## src/rtl/vga_game_pkg.sv

```systemverilog
// vga_game_pkg
// Shared encodings for the game front end: screen states, decoded commands,
// PS/2 scan codes and sprite bus geometry. Also holds the saturating adder
// used by the score path.
package vga_game_pkg;

  typedef enum logic [1:0] {
    SCR_TITLE = 2'd0,
    SCR_PLAY  = 2'd1,
    SCR_PAUSE = 2'd2,
    SCR_OVER  = 2'd3
  } screen_t;

  typedef enum logic [1:0] {
    CMD_NONE  = 2'd0,
    CMD_ENTER = 2'd1,
    CMD_PAUSE = 2'd2,
    CMD_ESC   = 2'd3
  } cmd_t;

  localparam logic [7:0] KEY_ENTER = 8'h5A;
  localparam logic [7:0] KEY_P     = 8'h4D;
  localparam logic [7:0] KEY_ESC   = 8'h76;
  localparam logic [7:0] KEY_BREAK = 8'hF0;
  localparam logic [7:0] KEY_EXT   = 8'hE0;

  localparam int SPRITE_X_W   = 10;
  localparam int SPRITE_Y_W   = 9;
  localparam int SPRITE_COUNT = 4;
  localparam int SPRITE_X_BUS = SPRITE_X_W * SPRITE_COUNT;
  localparam int SPRITE_Y_BUS = SPRITE_Y_W * SPRITE_COUNT;

  // a + b clamped to limit; the 10-bit sum keeps the carry visible
  function automatic logic [8:0] satAdd(input logic [8:0] a,
                                        input logic [8:0] b,
                                        input logic [8:0] limit);
    logic [9:0] sum;
    sum = {1'b0, a} + {1'b0, b};
    if (sum >= {1'b0, limit}) return limit;
    return sum[8:0];
  endfunction

endpackage

```

## src/rtl/ps2_cmd_decoder.sv

```systemverilog
// ps2_cmd_decoder
// Turns the PS/2 byte stream into game commands. A break prefix (F0) swallows
// the byte that follows it, so key releases never issue commands. The
// extended prefix (E0) is dropped without remembering anything, so an
// extended make code decodes like its plain counterpart.
// Ports:
//   iVGA_CLK   in   pixel clock
//   rst        in   synchronous reset, active-high
//   key_valid  in   strobe, key_code holds a new byte
//   key_code   in   8-bit scan code
//   cmd_valid  out  combinational strobe alongside key_valid
//   cmd        out  decoded command while cmd_valid is high
module ps2_cmd_decoder
  import vga_game_pkg::*;
(
  input  logic       iVGA_CLK,
  input  logic       rst,
  input  logic       key_valid,
  input  logic [7:0] key_code,
  output logic       cmd_valid,
  output cmd_t       cmd
);

  logic break_pend;

  always_ff @(posedge iVGA_CLK) begin
    if (rst) begin
      break_pend <= 1'b0;
    end else if (key_valid) begin
      if (break_pend)                  break_pend <= 1'b0;
      else if (key_code == KEY_BREAK)  break_pend <= 1'b1;
    end
  end

  always_comb begin
    cmd_valid = 1'b0;
    cmd       = CMD_NONE;
    if (key_valid && !break_pend) begin
      case (key_code)
        KEY_ENTER: begin cmd_valid = 1'b1; cmd = CMD_ENTER; end
        KEY_P:     begin cmd_valid = 1'b1; cmd = CMD_PAUSE; end
        KEY_ESC:   begin cmd_valid = 1'b1; cmd = CMD_ESC;   end
        default:   ;
      endcase
    end
  end

endmodule

```

## src/rtl/frame_update_controller.sv

```systemverilog
// frame_update_controller
// Owns the screen state machine, the two player scores and the frame-stable
// copy of the sprite positions. Every visible change is committed on the
// falling edge of vsync, so the renderer never sees a change mid-frame.
//
//   state     | meaning
//   ----------+--------------------------------------------------------
//   TITLE     | title screen, sprites parked at reset positions
//   PLAY      | game running, sprites follow inputs, pickups score
//   PAUSE     | game frozen, sprites and scores hold
//   OVER      | a player reached WIN_SCORE, winner latched
//
// Ports:
//   iVGA_CLK      in   pixel clock, the only clock
//   rst           in   synchronous reset, active-high
//   iVS           in   vsync, active-low
//   key_valid     in   PS/2 byte strobe
//   key_code      in   PS/2 byte
//   sprite_x_in   in   live x positions {pu1,pu0,p1,p0}
//   sprite_y_in   in   live y positions, same order
//   pickup_p0/p1  in   one-cycle powerup pickup pulses
//   frame_start   out  pulse on the cycle after each vsync fall
//   sprite_x_out  out  frame-stable x positions
//   sprite_y_out  out  frame-stable y positions
//   screenReg     out  current screen
//   score0/1      out  scores, saturating at WIN_SCORE
//   winner        out  {p1 won, p0 won}
//   frame_count   out  frames elapsed in PLAY, wrapping
module frame_update_controller
  import vga_game_pkg::*;
#(
  parameter logic [8:0]              WIN_SCORE      = 9'd100,
  parameter logic [SPRITE_X_BUS-1:0] SPRITE_RESET_X = 40'd0,
  parameter logic [SPRITE_Y_BUS-1:0] SPRITE_RESET_Y = 36'd0
) (
  input  logic                    iVGA_CLK,
  input  logic                    rst,
  input  logic                    iVS,
  input  logic                    key_valid,
  input  logic [7:0]              key_code,
  input  logic [SPRITE_X_BUS-1:0] sprite_x_in,
  input  logic [SPRITE_Y_BUS-1:0] sprite_y_in,
  input  logic                    pickup_p0,
  input  logic                    pickup_p1,
  output logic                    frame_start,
  output logic [SPRITE_X_BUS-1:0] sprite_x_out,
  output logic [SPRITE_Y_BUS-1:0] sprite_y_out,
  output logic [1:0]              screenReg,
  output logic [8:0]              score0,
  output logic [8:0]              score1,
  output logic [1:0]              winner,
  output logic [15:0]             frame_count
);

  screen_t    screenState, screenNext;
  cmd_t       pending_cmd;
  cmd_t       dec_cmd;
  logic       dec_valid;
  logic       vs_q;
  logic       frameEdge;
  logic       inPlay;
  logic       p0Win, p1Win;
  logic       newGame;
  logic [1:0] winnerNext;
  logic [8:0] pend0, pend1;

  ps2_cmd_decoder u_decoder (
    .iVGA_CLK  (iVGA_CLK),
    .rst       (rst),
    .key_valid (key_valid),
    .key_code  (key_code),
    .cmd_valid (dec_valid),
    .cmd       (dec_cmd)
  );

  // vs_q resets low so a vsync already low out of reset is not taken as a fall
  assign frameEdge = vs_q && !iVS;
  assign inPlay    = (screenState == SCR_PLAY);
  assign p0Win     = (score0 == WIN_SCORE);
  assign p1Win     = (score1 == WIN_SCORE);
  assign screenReg = screenState;
  assign newGame   = frameEdge && (screenState == SCR_TITLE) && (screenNext == SCR_PLAY);

  always_ff @(posedge iVGA_CLK) begin
    if (rst) screenState <= SCR_TITLE;
    else     screenState <= screenNext;
  end

  // Esc beats everything, then a win, then the ordinary per-state commands.
  always_comb begin
    screenNext = screenState;
    winnerNext = winner;
    if (frameEdge) begin
      if (pending_cmd == CMD_ESC) begin
        screenNext = SCR_TITLE;
      end else begin
        case (screenState)
          SCR_TITLE: if (pending_cmd == CMD_ENTER) screenNext = SCR_PLAY;
          SCR_PLAY: begin
            if (p0Win || p1Win) begin
              screenNext = SCR_OVER;
              winnerNext = {p1Win, p0Win};
            end else if (pending_cmd == CMD_PAUSE) begin
              screenNext = SCR_PAUSE;
            end
          end
          SCR_PAUSE: if (pending_cmd == CMD_PAUSE) screenNext = SCR_PLAY;
          SCR_OVER:  if (pending_cmd == CMD_ENTER) screenNext = SCR_TITLE;
          default:   screenNext = SCR_TITLE;
        endcase
      end
    end
  end

  always_ff @(posedge iVGA_CLK) begin
    if (rst) begin
      vs_q        <= 1'b0;
      frame_start <= 1'b0;
      pending_cmd <= CMD_NONE;
      score0      <= 9'd0;
      score1      <= 9'd0;
      winner      <= 2'b00;
      frame_count <= 16'd0;
      pend0       <= 9'd0;
      pend1       <= 9'd0;
    end else begin
      vs_q        <= iVS;
      frame_start <= frameEdge;

      // a command arriving on the edge cycle survives into the next frame
      if (dec_valid)      pending_cmd <= dec_cmd;
      else if (frameEdge) pending_cmd <= CMD_NONE;

      if (newGame) begin
        score0      <= 9'd0;
        score1      <= 9'd0;
        winner      <= 2'b00;
        frame_count <= 16'd0;
      end else begin
        winner <= winnerNext;
        if (frameEdge && inPlay) begin
          score0      <= satAdd(score0, pend0, WIN_SCORE);
          score1      <= satAdd(score1, pend1, WIN_SCORE);
          frame_count <= frame_count + 16'd1;
        end
      end

      // pickups accumulate over the frame and are folded in at the next edge
      if (frameEdge)              pend0 <= {8'd0, pickup_p0 && inPlay};
      else if (pickup_p0 && inPlay) pend0 <= satAdd(pend0, 9'd1, WIN_SCORE);
      if (frameEdge)              pend1 <= {8'd0, pickup_p1 && inPlay};
      else if (pickup_p1 && inPlay) pend1 <= satAdd(pend1, 9'd1, WIN_SCORE);
    end
  end

  // Sprite shadows follow the screen being entered, so the first frame of
  // PLAY already shows live positions and TITLE/OVER park them immediately.
  always_ff @(posedge iVGA_CLK) begin
    if (rst) begin
      sprite_x_out <= SPRITE_RESET_X;
      sprite_y_out <= SPRITE_RESET_Y;
    end else if (frameEdge) begin
      case (screenNext)
        SCR_PLAY: begin
          sprite_x_out <= sprite_x_in;
          sprite_y_out <= sprite_y_in;
        end
        SCR_PAUSE: ;
        default: begin
          sprite_x_out <= SPRITE_RESET_X;
          sprite_y_out <= SPRITE_RESET_Y;
        end
      endcase
    end
  end

endmodule
```

## config.mk

```make
export PLATFORM = sky130hd
export DESIGN_NAME = frame_update_controller
export DESIGN_NICKNAME = d
export VERILOG_FILES = /design/src/rtl/vga_game_pkg.sv /design/src/rtl/ps2_cmd_decoder.sv /design/src/rtl/frame_update_controller.sv
export SDC_FILE = /design/constraint.sdc
export NUM_CORES = 1
export LEC_CHECK = 0
export ABC_CLOCK_PERIOD_IN_PS = 5770
export CAP_MARGIN = 15
export CORE_MARGIN = 2
export CORE_UTILIZATION = 51
export CTS_CLUSTER_SIZE = 40
export DETAILED_ROUTE_END_ITERATION = 8
export GPL_TIMING_DRIVEN = 0
export PLACE_DENSITY = 0.89
export RECOVER_POWER = 100
export SYNTH_ARGS = -nofsm -noshare
export SYNTH_HDL_FRONTEND = slang
export SYNTH_SLANG_ARGS = --single-unit
```

## constraint.sdc

```tcl
create_clock -name iVGA_CLK -period 5.77 [get_ports iVGA_CLK]
set_clock_uncertainty 0.1 [all_clocks]
set_input_delay 1.731 -clock iVGA_CLK [delete_from_list [all_inputs] [get_ports iVGA_CLK]]
set_output_delay 1.731 -clock iVGA_CLK [all_outputs]
set_load 0.05 [all_outputs]
```

==> Yosys cells after proc, flatten, opt, wreduce, memory -nomap -nowiden <==
Cells that the tools add are included.
{ "word_totals": {"register_bits": 137, "inputBits": 90, "output_inout_bits": 115, "wordCells": 105} }
{ "op_classes": {"add_sub_neg": 5, "order_cmp": 4, "eq_ne": 14, "mux": 46, "bitwise": 2, "n_reduce_logical": 19} }
{ "ops": {"columns": ["operator", "count"], "rows": [
  ["one-hot mux 40 bit (2 select lines)", 1],
  ["2-to-1 mux 9 bit", 8],
  ["one-hot mux 36 bit (2 select lines)", 1],
  [">= comparator 10 x 7 -> 1 bit, second input constant", 4],
  ["equality test 8 x 7 -> 1 bit, second input constant", 3],
  ["2-to-1 mux 1 bit", 24],
  ["adder 9 x 1 -> 10 bit, second input constant", 2],
  ["adder 9 x 9 -> 10 bit", 2],
  ["2-to-1 mux 2 bit", 10],
  ["equality test 9 x 7 -> 1 bit, second input constant", 2],
  ["adder 16 x 1 -> 16 bit, second input constant", 1],
  ["equality test 2 bit, second input constant", 5],
  ["equality test 8 bit, second input constant", 1],
  ["one-hot mux 2 bit (4 select lines)", 1],
  ["logical AND 1 bit", 7],
  ["equality test 2 x 1 -> 1 bit, second input constant", 3],
  ["one-hot mux 2 bit (3 select lines)", 1],
  ["nonzero test 2 bit", 3],
  ["AND reduction 4 bit", 1],
  ["OR reduction 2 bit", 2],
  ["OR reduction 3 bit", 1],
  ["logical NOT 1 bit", 2],
  ["logical NOT 2 bit", 1],
  ["inverter 1 bit", 2],
  ["2 further kinds", 2]
]} }

==> Longest topological paths before layout <==
{ "depth": {"word_depth": 11, "depth_mapped": 9, "ltp_nobuf": 9} }

==> Cells and area by module <==
From an unflattened synthesis, not the netlist that was laid out.
{ "unflattened": {"hier_cells": 620, "area_unflattened_um2": 6010.8} }
{ "modules_own_cells": {"columns": ["module", "instances", "cells_each", "area_per_inst_um2", "seq_area_each_um2"], "rows": [
  ["frame_update_controller", 1, 601, 5873.1, 2722.6],
  ["ps2_cmd_decoder", 1, 19, 137.6, 20.0]
]} }

==> Worst setup path before layout <==
Ideal clock, no wire load.
{ "synth_timing": {"path_type": "in2reg", "from": "in iVS", "to": "reg score1[3]", "setup_time_ps": 59, "arrival_time_ps": 3115, "required_ps": 5611, "path_slack_ps": 2497, "path_stages": 6, "n_path_buf": 0, "cell_sequence": "nand4bb_4 or4_4 a2111oi_4 a31oi_1 nor2_1 a31o_1"} }
{ "synth_between": {"elab_chain_cells": 6, "elab_cells_between_ends": 8, "cone_classes": "eq/ne: 1; mux: 1; reduce/logical: 6"} }
{ "synth_rtl": {"columns": ["item", "line_no", "source"], "rows": [
  ["from (decl)", "frame_update_controller.sv:38", "input logic iVS,"],
  ["logical NOT 1 bit *", "frame_update_controller.sv:77", "assign frameEdge = vs_q && !iVS;"],
  ["logical AND 1 bit *", "frame_update_controller.sv:77", null],
  ["2-to-1 mux 2 bit", "frame_update_controller.sv:93", "if (frameEdge) begin"],
  ["equality test 2 x 1 -> 1 bit", "frame_update_controller.sv:82", "assign newGame = frameEdge && (screenState == SCR_TITLE) && (screenNext == SCR_PLAY);"],
  ["logical AND 1 bit", "frame_update_controller.sv:82", null],
  ["OR reduction 2 bit (no line)", null, null],
  ["to (signal assigned)", "frame_update_controller.sv:143", "score1 <= satAdd(score1, pend1, WIN_SCORE);"],
  ["to (decl)", "frame_update_controller.sv:50", "output logic [8:0] score1,"]
]} }
Mark *: on every way between the ends. The rest lies on a longest branch, timed or not.
A chain may end at the register's enable or synchronous reset.

==> Worst setup path in the final report <==
{ "layout_timing": {"from": "in iVS", "to": "reg sprite_x_out[21]"} }
{ "layout_between": {"elab_chain_cells": 6, "elab_cells_between_ends": 8, "cone_classes": "eq/ne: 2; mux: 2; bitwise: 1; reduce/logical: 3"} }
{ "layout_rtl": {"columns": ["item", "line_no", "source"], "rows": [
  ["logical NOT 1 bit *", "frame_update_controller.sv:77", null],
  ["logical AND 1 bit *", "frame_update_controller.sv:77", null],
  ["2-to-1 mux 2 bit", "frame_update_controller.sv:93", null],
  ["equality test 2 bit", "frame_update_controller.sv:163", "case (screenNext)"],
  ["inverter 1 bit (no line)", null, null],
  ["AND reduction 2 bit (no line)", null, null],
  ["to (signal assigned)", "frame_update_controller.sv:165", "sprite_x_out <= sprite_x_in;"],
  ["to (decl)", "frame_update_controller.sv:46", "output logic [SPRITE_X_BUS-1:0] sprite_x_out,"]
]} }
Marks and branches as above.

==> results.toml <==
[outcome]
outcome = "completed"

[floorplanning]
die_w_um = 117
die_h_um = 117
initial_core_util_pct = 52.0
rows = 41
ios = 205
core_area_sq_um = 12600
die_area_sq_um = 13700

[worst_setup_path]
worstPathArrival_ns = 4.37
critPathRequiredTime_ns = 6.03
critPathLaunchType = "input pin"
critPathKind = "input pin to flip-flop"
end_kind = "flip-flop"
path_max_fanout = 10

[clock_network]
cts_tree = "built"
cts_buffer_depth = 2
cts_setup_buffers = 0
clk_latency_ns = 0.42
h-tree-depth = 4
cts-resized-gates = 0
numClockSinks = 137
cts_hold_buffers = 0
clk_pin_slew_worst_paths_ns = 0.06
clock-root-buffer = "clkbuf_16"
numCtsBuffers = 17

[grt]
grt_use_total_pct = 28.1
grt_use_met1_pct = 35.8
first_global_vias = 6085
busiest_layer = "met2"
overflow = 0
grt_use_met3_pct = 7.16
use_met2_pct = 45.5
antenna_found_initial = 0
grt_max_degree = 17
grt_pass1_wl_um = 30400

[cells_and_area]
final_cell_area_sq_um = 9310
layout_common_cells = "dfxtp_1, nor2_1, dlygate4sd3_1"
final_common_cell = "dfxtp_1"
multi_input_area_sq_um = 3480
syn2layout_area_growth_pct = 42.4
regArea_sq_um = 2740
drive_gt1_share_pct = 4.77
antenna_cells = 0
final_nets = 1090
fillers = 916
finalNonFillerCells = 1158

[synthesis]
synth_warnings = 0
synth_fp_nets = 868
netlist_area_sq_um = 6540
yosys.area.top_type = "dfxtp_1"
syn_inst = 753
yosysSeqAreaShare_pct = 41.9
synthFlopType = "dfxtp_1"
avgSynthCellArea_sq_um = 8.69
ys_ff_latch = 137
netlist.area_leader.share_pct = 41.9
synthArstFlopShare_pct = 0
synth_enable_flop_cells = 0
synth_cell_types = 70
yosys-top-cells-area = "dfxtp_1, a22oi_1, nor2_1, ha_1, a21oi_1"

[sta]
fin_setup_tns_ns = 0
whs_ns = 0.357
setup_viol = 0
hold_violations = 0
relSlewSlack_pct = 48.7
period_share_pct = 71.2
finalCriticalPeriod_ns = 4.11
fmax_mhz = 243
tightest_slew_ns = 0.770
grt_setup_unrepaired = "false"
drv_slew = 0
layout_setup_ws_ns = 1.66

[detailed_routing]
firstDrtPassIters = 8
vias_per_cell = 5.85
final_antenna_net_count = 0
drt-total-wl_um = 19800
vias = 6769
initialDrtViolationCount = 596
routedWlPerCell_um = 17.1
drcViolationCount = 0

[placed_design]
gp_congestion = 0.904
io_buffers = 203
dp_hpwl_um = 14300
pre_cts_ws_ns = 1.73
dp_cells = 1128
post_dp_cell_area_sq_um = 8790

[power_and_ir_drop]
power.leakage_nw = 3.85
ir_worst_vdd_uv = 181
power_density_nw_per_um2 = 226

[job]
maxCapViolCount = 0

[min_path]
hold_class = "flip-flop to flip-flop"
-- through the flow --
stage | power (mW) | util (%)
final | 2.11 | 74.1
after detailed placement | 1.09 | 69.9
after global routing | 2.17 | 74.1
after floorplan | 1.01 | -
after CTS | 2.12 | 74.3
after global placement | 1.09 | 69.9
-- sequential cells by signal, indices dropped and copies added, names as in the netlist --
signal / cells
pend1: 9
frame_count: 16
score1: 9
pend0: 9
winner: 2
sprite_y_out: 36
sprite_x_out: 40
vs_q: 1
pending_cmd: 2
score0: 9
frame_start: 1
u_decoder.break_pend: 1
screenReg: 2
-- synthesized netlist by cell type, drive strengths merged (4+ instances only) --
library cell	count
ha	23
a31o	7
a21oi	30
nor3b	5
dfxtp	137
a32o	5
nor3	19
nand3	20
nand3b	5
nand2b	8
a211o	5
a211oi	4
clkbuf	31
buf	20
inv	21
nor2b	7
and3	19
xor2	12
a311oi	6
nand4	9
and4	4
and2	4
a22oi	77
nor2	131
or3	4
a21o	5
nand2	35
a31oi	8
o211ai	4
xnor2	9
o21ai	21
-- worst max-delay path: stages --
cell           delay, ns
dlygate4sd3_1       0.59
nor2b_1             0.40
o21ai_0             0.15
nor2_1              0.38
clkbuf_1            0.38
clkbuf_1            0.42
a22oi_1             0.18
nor2_1              0.13
-- report_power, final --
group	switching [mW]	internal [mW]	total [mW]	leakage [nW]
Clock	0.398	0.640	1.04	0.274
Sequential	0.00131	0.948	0.949	1.10
Combinational	0.0547	0.0664	0.121	2.47
Total	0.454	1.66	2.11	3.85
-- layout make-up --
| type | count | share of cell area, % |
|---|---|---|
| clock inverters | 8 | 1.05 |
| repair buffers | 203 | 21.8 |
| clock buffers | 22 | 4.88 |
| multi-input cells | 544 | 37.4 |
| inverters | 21 | 0.846 |
| flip-flops and latches | 137 | 29.4 |
| plain buffers | 51 | 2.26 |
| well taps | 172 | 2.31 |
-- path summary, 6_finish.rpt --
check | start | to | slack, ns | cells after the start
max | iVS | sprite_x_out[21] | 1.66 | 8
min | winner[1] | winner[1] | 0.36 | 2
max reg2reg | pend0[0] | score0[3] | 2.74 | 9
min reg2reg | winner[1] | winner[1] | 0.36 | 2
-- cell families after synthesis --
kind of cell             share of synthesized area [%]
multiplexers                                     0.803
buffers and inverters                             4.51
adder cells (fa/ha/maj)                           5.01
AND/OR/NAND/NOR                                   21.7
AO/OA/AOI/OAI                                     23.2
XOR/XNOR                                          2.81
flip-flops                                        41.9
-- per-layer routing --
layer  routed length (um)  share of wire (%)
met1                 8360                 42
met2                 9570                 48
met3                 1340                6.8
met4                  567                2.9
met5                    0                  0
No activity file was read; power rests on OpenSTA's default activity.
